### src/rtl/wb_stage_pkg.sv
// Shared opcode/funct constants, state encoding and decode helpers for the writeback stage.
package wb_stage_pkg;

  localparam logic [5:0] OP_R_FORM = 6'h00;
  localparam logic [5:0] OP_JAL    = 6'h03;
  localparam logic [5:0] OP_BEQ    = 6'h04;
  localparam logic [5:0] OP_ADDI   = 6'h08;
  localparam logic [5:0] OP_ADDIU  = 6'h09;
  localparam logic [5:0] OP_SLTI   = 6'h0A;
  localparam logic [5:0] OP_SLTIU  = 6'h0B;
  localparam logic [5:0] OP_ANDI   = 6'h0C;
  localparam logic [5:0] OP_ORI    = 6'h0D;
  localparam logic [5:0] OP_XORI   = 6'h0E;
  localparam logic [5:0] OP_LUI    = 6'h0F;
  localparam logic [5:0] OP_LB     = 6'h20;
  localparam logic [5:0] OP_LH     = 6'h21;
  localparam logic [5:0] OP_LW     = 6'h23;
  localparam logic [5:0] OP_LBU    = 6'h24;
  localparam logic [5:0] OP_LHU    = 6'h25;
  localparam logic [5:0] OP_SW     = 6'h2B;

  localparam logic [5:0] FN_JALR   = 6'h09;

  typedef enum logic {S_IDLE, S_WAIT_MEM} wb_state_e;

  function automatic logic is_load(input logic [5:0] op);
    return op inside {OP_LW, OP_LB, OP_LBU, OP_LH, OP_LHU};
  endfunction

  // Non-load ops that produce a register result in the cycle after accept.
  function automatic logic writes_reg(input logic [5:0] op);
    return op inside {OP_R_FORM, OP_JAL, OP_ADDI, OP_ADDIU, OP_SLTI, OP_SLTIU,
                      OP_ANDI, OP_ORI, OP_XORI, OP_LUI};
  endfunction

  function automatic logic is_link(input logic [5:0] op, input logic [5:0] funct);
    return (op == OP_JAL) || (op == OP_R_FORM && funct == FN_JALR);
  endfunction

  function automatic logic [4:0] dest_of(input logic [5:0] op, input logic [4:0] rt,
                                         input logic [4:0] rd);
    if (op == OP_JAL)         return 5'd31;
    else if (op == OP_R_FORM) return rd;
    else                      return rt;
  endfunction

endpackage

### src/rtl/wb_load_align.sv
// Combinational load-data lane select and sign/zero extension.
module wb_load_align
  import wb_stage_pkg::*;
(
  input  logic [5:0]  op,
  input  logic [1:0]  off,
  input  logic [31:0] rdata,
  output logic [31:0] data
);

  logic [7:0]  lane_b;
  logic [15:0] lane_h;

  always_comb begin
    lane_b = 8'h00;
    case (off)
      2'd0: lane_b = rdata[7:0];
      2'd1: lane_b = rdata[15:8];
      2'd2: lane_b = rdata[23:16];
      2'd3: lane_b = rdata[31:24];
      default: lane_b = 8'h00;
    endcase
    lane_h = off[1] ? rdata[31:16] : rdata[15:0];

    data = rdata;
    case (op)
      OP_LB:   data = {{24{lane_b[7]}}, lane_b};
      OP_LBU:  data = {24'h0, lane_b};
      OP_LH:   data = {{16{lane_h[15]}}, lane_h};
      OP_LHU:  data = {16'h0, lane_h};
      default: data = rdata;
    endcase
  end

endmodule

### src/rtl/wb_stage.sv
// Writeback stage: one registered register-file write port fed by retired results and load returns.
// Optional retire counter enabled by defining WB_RETIRE_CNT_EN.
module wb_stage
  import wb_stage_pkg::*;
#(
  parameter int MEM_TIMEOUT = 15
) (
  input  logic        CLK,
  input  logic        RST,
  input  logic        in_valid,
  output logic        in_ready,
  input  logic [5:0]  op,
  input  logic [5:0]  funct,
  input  logic [4:0]  rt,
  input  logic [4:0]  rd,
  input  logic [31:0] alu_res,
  input  logic [31:0] next_pc,
  input  logic        mem_rvalid,
  input  logic [31:0] mem_rdata,
  output logic        wr_en,
  output logic [4:0]  wr_addr,
  output logic [31:0] wr_data,
  output logic        err,
  output logic [31:0] retire_cnt
);

  localparam logic [7:0] TMO_LAST = 8'(MEM_TIMEOUT - 1);

  wb_state_e   state;
  logic [7:0]  timer;
  logic [4:0]  ld_dest;
  logic [5:0]  ld_op;
  logic [1:0]  ld_off;

  logic [4:0]  dest;
  logic [31:0] alu_wdata;
  logic [31:0] ld_data;
  logic        tmo_hit;

  assign in_ready  = (state == S_IDLE);
  assign dest      = dest_of(op, rt, rd);
  assign alu_wdata = is_link(op, funct) ? next_pc : alu_res;
  assign tmo_hit   = (timer == TMO_LAST);

  wb_load_align u_align (
    .op    (ld_op),
    .off   (ld_off),
    .rdata (mem_rdata),
    .data  (ld_data)
  );

  always_ff @(posedge CLK) begin
    if (RST) begin
      state   <= S_IDLE;
      timer   <= 8'd0;
      ld_dest <= 5'd0;
      ld_op   <= 6'd0;
      ld_off  <= 2'd0;
      wr_en   <= 1'b0;
      wr_addr <= 5'd0;
      wr_data <= 32'd0;
      err     <= 1'b0;
    end else begin
      wr_en <= 1'b0;
      case (state)
        S_IDLE: begin
          if (in_valid) begin
            if (is_load(op)) begin
              ld_dest <= dest;
              ld_op   <= op;
              ld_off  <= alu_res[1:0];
              timer   <= 8'd0;
              state   <= S_WAIT_MEM;
            end else if (writes_reg(op) && dest != 5'd0) begin
              wr_en   <= 1'b1;
              wr_addr <= dest;
              wr_data <= alu_wdata;
            end
          end
        end
        S_WAIT_MEM: begin
          // A return on the final timeout cycle still completes the load.
          if (mem_rvalid) begin
            if (ld_dest != 5'd0) begin
              wr_en   <= 1'b1;
              wr_addr <= ld_dest;
              wr_data <= ld_data;
            end
            state <= S_IDLE;
          end else if (tmo_hit) begin
            err   <= 1'b1;
            state <= S_IDLE;
          end else begin
            timer <= timer + 8'd1;
          end
        end
        default: state <= S_IDLE;
      endcase
    end
  end

`ifdef WB_RETIRE_CNT_EN
  logic retire_pulse;

  assign retire_pulse = (state == S_IDLE && in_valid && !is_load(op)) ||
                        (state == S_WAIT_MEM && (mem_rvalid || tmo_hit));

  always_ff @(posedge CLK) begin
    if (RST)               retire_cnt <= 32'd0;
    else if (retire_pulse) retire_cnt <= retire_cnt + 32'd1;
  end
`else
  assign retire_cnt = 32'd0;
`endif

endmodule

### config.mk
export PLATFORM = sky130hd
export DESIGN_NAME = wb_stage
export DESIGN_NICKNAME = d
export VERILOG_FILES = /design/src/rtl/wb_stage_pkg.sv /design/src/rtl/wb_load_align.sv /design/src/rtl/wb_stage.sv
export SDC_FILE = /design/constraint.sdc
export NUM_CORES = 1
export LEC_CHECK = 0
export CORE_UTILIZATION = 39
export CTS_BUF_LIST = sky130_fd_sc_hd__clkbuf_4 sky130_fd_sc_hd__clkbuf_8
export DETAILED_ROUTE_END_ITERATION = 6
export HOLD_SLACK_MARGIN = 0.03
export PLACE_DENSITY = 0.79
export SETUP_SLACK_MARGIN = 0.15
export SKIP_LAST_GASP = 1
export SYNTH_ARGS = -nofsm -noshare
export SYNTH_HDL_FRONTEND = slang
export SYNTH_HIERARCHICAL = 1
export SYNTH_SLANG_ARGS = --single-unit
export TNS_END_PERCENT = 100
### constraint.sdc
create_clock -name CLK -period 2 [get_ports CLK]
set_clock_uncertainty 0.15 [all_clocks]
set_input_delay 0.3 -clock CLK [delete_from_list [all_inputs] [get_ports CLK]]
set_output_delay 0.3 -clock CLK [all_outputs]
set_load 0.03 [all_outputs]
Yosys cells after proc, flatten, opt, wreduce, memory -nomap -nowiden. Index checks and enable logic that the tools add are counted.

Add/sub/neg operators: 1. Eq/ne operators: 31. Multiplexer cells: 34. Bitwise operators: 2. Reduce and logical (&&, ||, !) cells: 13.

Operators with widths (count): 2-to-1 mux 32 bit (6); case mux 32 bit (4 select lines) (1); case mux 32 bit (2 select lines) (1); == test 6 x 4 -> 1 bit, second input constant (9); == test 6 bit, second input constant (9); 2-to-1 mux 5 bit (7); 2-to-1 mux 8 bit (4); case mux 8 bit (4 select lines) (1); 2-to-1 mux 16 bit (1); case mux 8 bit (2 select lines) (1); nonzero test 5 bit (3); != test 2 bit, second input constant (5); case mux 5 bit (2 select lines) (1); nonzero test 10 bit (1); 2-to-1 mux 1 bit (9); adder 8 x 1 -> 8 bit, second input constant (1); == test 8 x 4 -> 1 bit, second input constant (1); == test 6 x 2 -> 1 bit, second input constant (1); logical NOT 6 bit (1); != test 2 x 1 -> 1 bit, second input constant (3); AND reduction 3 bit (2); AND reduction 5 bit (1); == test 2 bit, second input constant (2); case mux 1 bit (2 select lines) (2); 6 further kinds (8).

Bits in registers: 61. Input port bits: 122. Output and inout port bits: 72. Word-level logic and storage cells: 90.

Logic depth before layout (Yosys ltp).
Word-level depth: 9. Depth in mapped cells: 9. Gate-level depth less buffers: 7.

Hierarchy. The synthesis kept the hierarchy.

By module, submodules not included: wb_stage (times used 1, cells each 404, area each 3335.7 um2, sequential area each 1221.2 um2); wb_load_align (times used 1, cells each 128, area each 1014.7 um2, sequential area each 0.0 um2).

Worst setup path after synthesis. Ideal clock, no wire load.

Kind: flip-flop to flip-flop. Start point: reg ld_op[3]. End point: reg wr_data[22]. Setup time: 0.074 ns. Arrival time: 1.891 ns. Data required time: 1.776 ns. Setup slack: -0.116 ns. Cell stages (with the launch flop): 9. Path buffers: 1. Period minus slack after synthesis: 2.116 ns. Cells stage by stage: dfxtp_1 > nor4b_4 > nand2_2 > buf_2 > o211ai_2 > inv_1 > a21oi_1 > o221ai_1 > o21ai_0.

Longest elaborated chain between the ends: 5. Elaborated cells on any way between the ends: 8. Classes of those cells: eq/ne: 4; mux: 4.

RTL lines: start, declared (line wb_stage.sv:32) `logic [5:0] ld_op;`; start signal, assigned (line wb_stage.sv:70) `ld_op <= op;`; == test 6 bit (line wb_load_align.sv:26) `case (op)`; case mux 32 bit (4 select lines) (*) (line wb_load_align.sv:26); net ld_data[22] (line wb_stage.sv:37) `logic [31:0] ld_data;`; 2-to-1 mux 32 bit (*) (line wb_stage.sv:84) `if (ld_dest != 5'd0) begin`; 2-to-1 mux 32 bit (*) (line wb_stage.sv:83) `if (mem_rvalid) begin`; case mux 32 bit (2 select lines) (*) (line wb_stage.sv:65) `case (state)`; end signal, assigned (line wb_stage.sv:77) `wr_data <= alu_wdata;`; end signal, assigned (line wb_stage.sv:87) `wr_data <= ld_data;`; end, declared (line wb_stage.sv:22) `output logic [31:0] wr_data,`.

The timed path passes the listed nets; every way through them passes the cells marked *. The select of a mux whose other input is x is not followed. A chain may end at the register's enable or synchronous reset.

Worst setup path after layout.
Start point: reg ld_op[4]. End point: reg wr_data[1].

The elaborated chain is that of the path after synthesis.

==> flow_summary.json <==
{
  "status": "finished, violations left",
  "violations": "setup timing",
  "synth_fa_ha_area_share_pct": 0.5752,
  "first_pass_iters": 5,
  "cellLeakagePower_uw": 0.003372,
  "clock_latency_ns": 0.35,
  "die_h_um": 107.6,
  "drt_iter0_drc": 401,
  "synth_edf_count": 0,
  "synthArstFlopShare_pct": 0,
  "avgSynthCellArea_um2": 8.177,
  "cap_violations": 0,
  "timing.hold.ws_ns": 0.2142,
  "worstPathArrival_ns": 2.20,
  "synth.cell_area_mm2": 0.004350,
  "grt_pass1_vias": 5061,
  "synthXorXnorAreaFrac_pct": 1.409,
  "synth.area.mux_share_pct": 7.995,
  "power.density_mw_per_mm2": 454.9,
  "htreeDepth": 3,
  "grt_use_total_pct": 29.22,
  "crit_slowest_cell": "dfxtp_4",
  "rsz0062_at_grt": "yes",
  "setup_viol": 21,
  "fin_area_mm2": 0.007701,
  "drive_gt1_share_pct": 28.11,
  "die_w_um": 107.6,
  "yosysUniqueCellTypes": 54,
  "boundaryPins": 194,
  "antenna_found_initial": 0,
  "route.detailed.drc": 0,
  "fp.coreArea_mm2": 0.01084,
  "cts.clk_slew.worst_paths_ns": 0.07,
  "vias_per_cell": 5.547,
  "synth_cells": 532,
  "min_period_over_period_pct": 105.5,
  "hold_violations": 0,
  "wirelength_um": 17080,
  "grt_pass1_wl_um": 26250,
  "end_kind": "flop",
  "grt-ovfl-total": 0,
  "setup_ws_ns": -0.1097,
  "tns_ns": -0.8543,
  "period_minus_slack_ns": 2.110,
  "cp_data_required_time_ns": 2.09,
  "cts_tree": "done",
  "root_buffer": "clkbuf_8",
  "synth-seq-area-share_pct": 28.07,
  "pre_cts_ws_ns": -0.5433,
  "place_area_mm2": 0.006603,
  "worstPathMaxFanout": 5,
  "synthSimpleGateAreaFrac_pct": 20.71,
  "ys.flop_type": "dfxtp_1",
  "start_util_pct": 40.13,
  "worstPathCellList": "nor4b_4, buf_12, buf_12, buf_6, mux2_4, a221o_1, inv_1, a21oi_2, o221ai_1, o21ai_1",
  "ant_nets": 0,
  "avgRoutedWirePerCell_um": 18.59,
  "irDropWorstVdd_mv": 0.2709,
  "synth-compound-area-share_pct": 26.63,
  "cts.sinks": 61,
  "cts_buffers": 9,
  "nets": 898,
  "hold_path_class": "primary input to flop",
  "rows": 38,
  "grt_max_degree": 49,
  "path_class": "flop to flop",
  "synth_top_family_by_area": "compound AO/OA/AOI/OAI gates",
  "area_delta_synth_final_pct": 77.02,
  "vias": 5098,
  "drv_slew": 0,
  "cpPeakStageDelay_ns": 0.36,
  "synth_warnings": 6,
  "worstSetupStartpointType": "flop",
  "io_buffers": 161,
  "power_uw": 3503,
  "hpwl_um": 11150,
  "ys_seq_elements": 61,
  "gp_congestion": 0.8621,
  "n_antenna_cell": 0,
  "cpMostUsedCell": "buf_12",
  "clock_tree.buffer_depth": 2,
  "clock.fmax_ghz": 0.4740,
  "die_area_mm2": 0.01158
}
## cells by family (layout without fill, tap and decap cells)
group           count (synthesis)  count (layout)
mux                            25              25
buf+inv                       121             337
xor+xnor                        7               7
other cells                     1              32
compound gates                154             154
fa+ha+maj                       2               2
simple gates                  161             161
flops                          61              61
## final timing paths
path	start	endpoint	slack (ns)	depth (start not counted)
setup / recovery	ld_op[4]$_SDFFE_PP0P_	wr_data[1]$_SDFFE_PP0P_	-0.11	10
hold reg to reg	wr_addr[3]$_SDFFE_PP0P_	wr_addr[3]$_SDFFE_PP0P_	0.32	2
setup reg to reg	ld_op[4]$_SDFFE_PP0P_	wr_data[1]$_SDFFE_PP0P_	-0.11	10
hold / removal	RST	wr_en$_SDFF_PP0_	0.21	2
## per-layer routing
layer  global-route usage [%]  wire length [um]  up-vias
met3                    4.419              1016       52
met2                    50.27              8647      238
met5                        0                 0        -
met1                    35.32              6889     2441
li1                         -                 -     2367
met4                    14.29               526        0
## worst max-delay path, delay by kind of cell (launching register included)
| kind | cells | cell delay (ns) |
|---|---|---|
| AOI/OAI and AO/OA | 4 | 0.48 |
| buffers and inverters | 4 | 0.42 |
| DFF | 1 | 0.36 |
| muxes | 1 | 0.28 |
| and+or+nand+nor | 1 | 0.32 |
## power by group
part	total, uW	switching [uW]	internal (uW)
registers	1260	20.1	1240
clock network	1200	530	673
logic	1040	485	557
## per-stage QoR
step                utilization (%)  cells
finish                        71.04    919
global route                  71.04    919
CTS                           68.86    914
detailed placement            60.91    874
global placement              60.91    874
floorplan                         -    563
## what timing repair did
item	in CTS	in global routing
gates resized for setup	95	54
endpoints found under the setup margin	62	50
pin swaps	14	23
setup buffers	15	4
hold buffers	0	0
gates cloned	9	1
## state kept, by name, indices dropped and copies added (netlist names)
signal / count
wr_addr: 5
wr_data: 32
ld_dest: 5
ld_op: 6
wr_en: 1
err: 1
ld_off: 2
timer: 8
state: 1
## Yosys cell counts (all sizes together) (12+ instances only)
library cell	n	share of area, %
o21ai	33	3.8
a21oi	40	4.6
o221ai	32	6.4
clkbuf	24	2.1
nand3b	32	5.5
o211ai	17	4.1
buf	52	8.6
inv	45	3.9
nor2	45	3.9
dfxtp	61	28
nand2	27	2.4
a221o	12	2.8
## layout by cell type (no fill, tap or decap), drive strengths merged, types with 9 or more instances in the layout
master           n
a21oi           40
a221o           12
and3             9
buf            115
clkbuf          15
clkdlybuf4s50  131
conb            32
dfxtp           61
dlygate4sd2      9
dlymetal6s2s    13
inv             45
mux2i           10
nand2           27
nand3b          32
nor2            45
nor3            10
nor4            10
o211ai          17
o21ai           33
o221ai          32
## area by class of cell
cell class	instances	area [um2]
clock inverters	3	43.79
multi-input cells	381	2893
fillers	800	3139
inverters	45	168.9
well taps	140	175.2
repair buffers	276	3018
flip-flops and latches	61	1236
clock buffers	13	166.4
(Power assumes the default switching activity.)
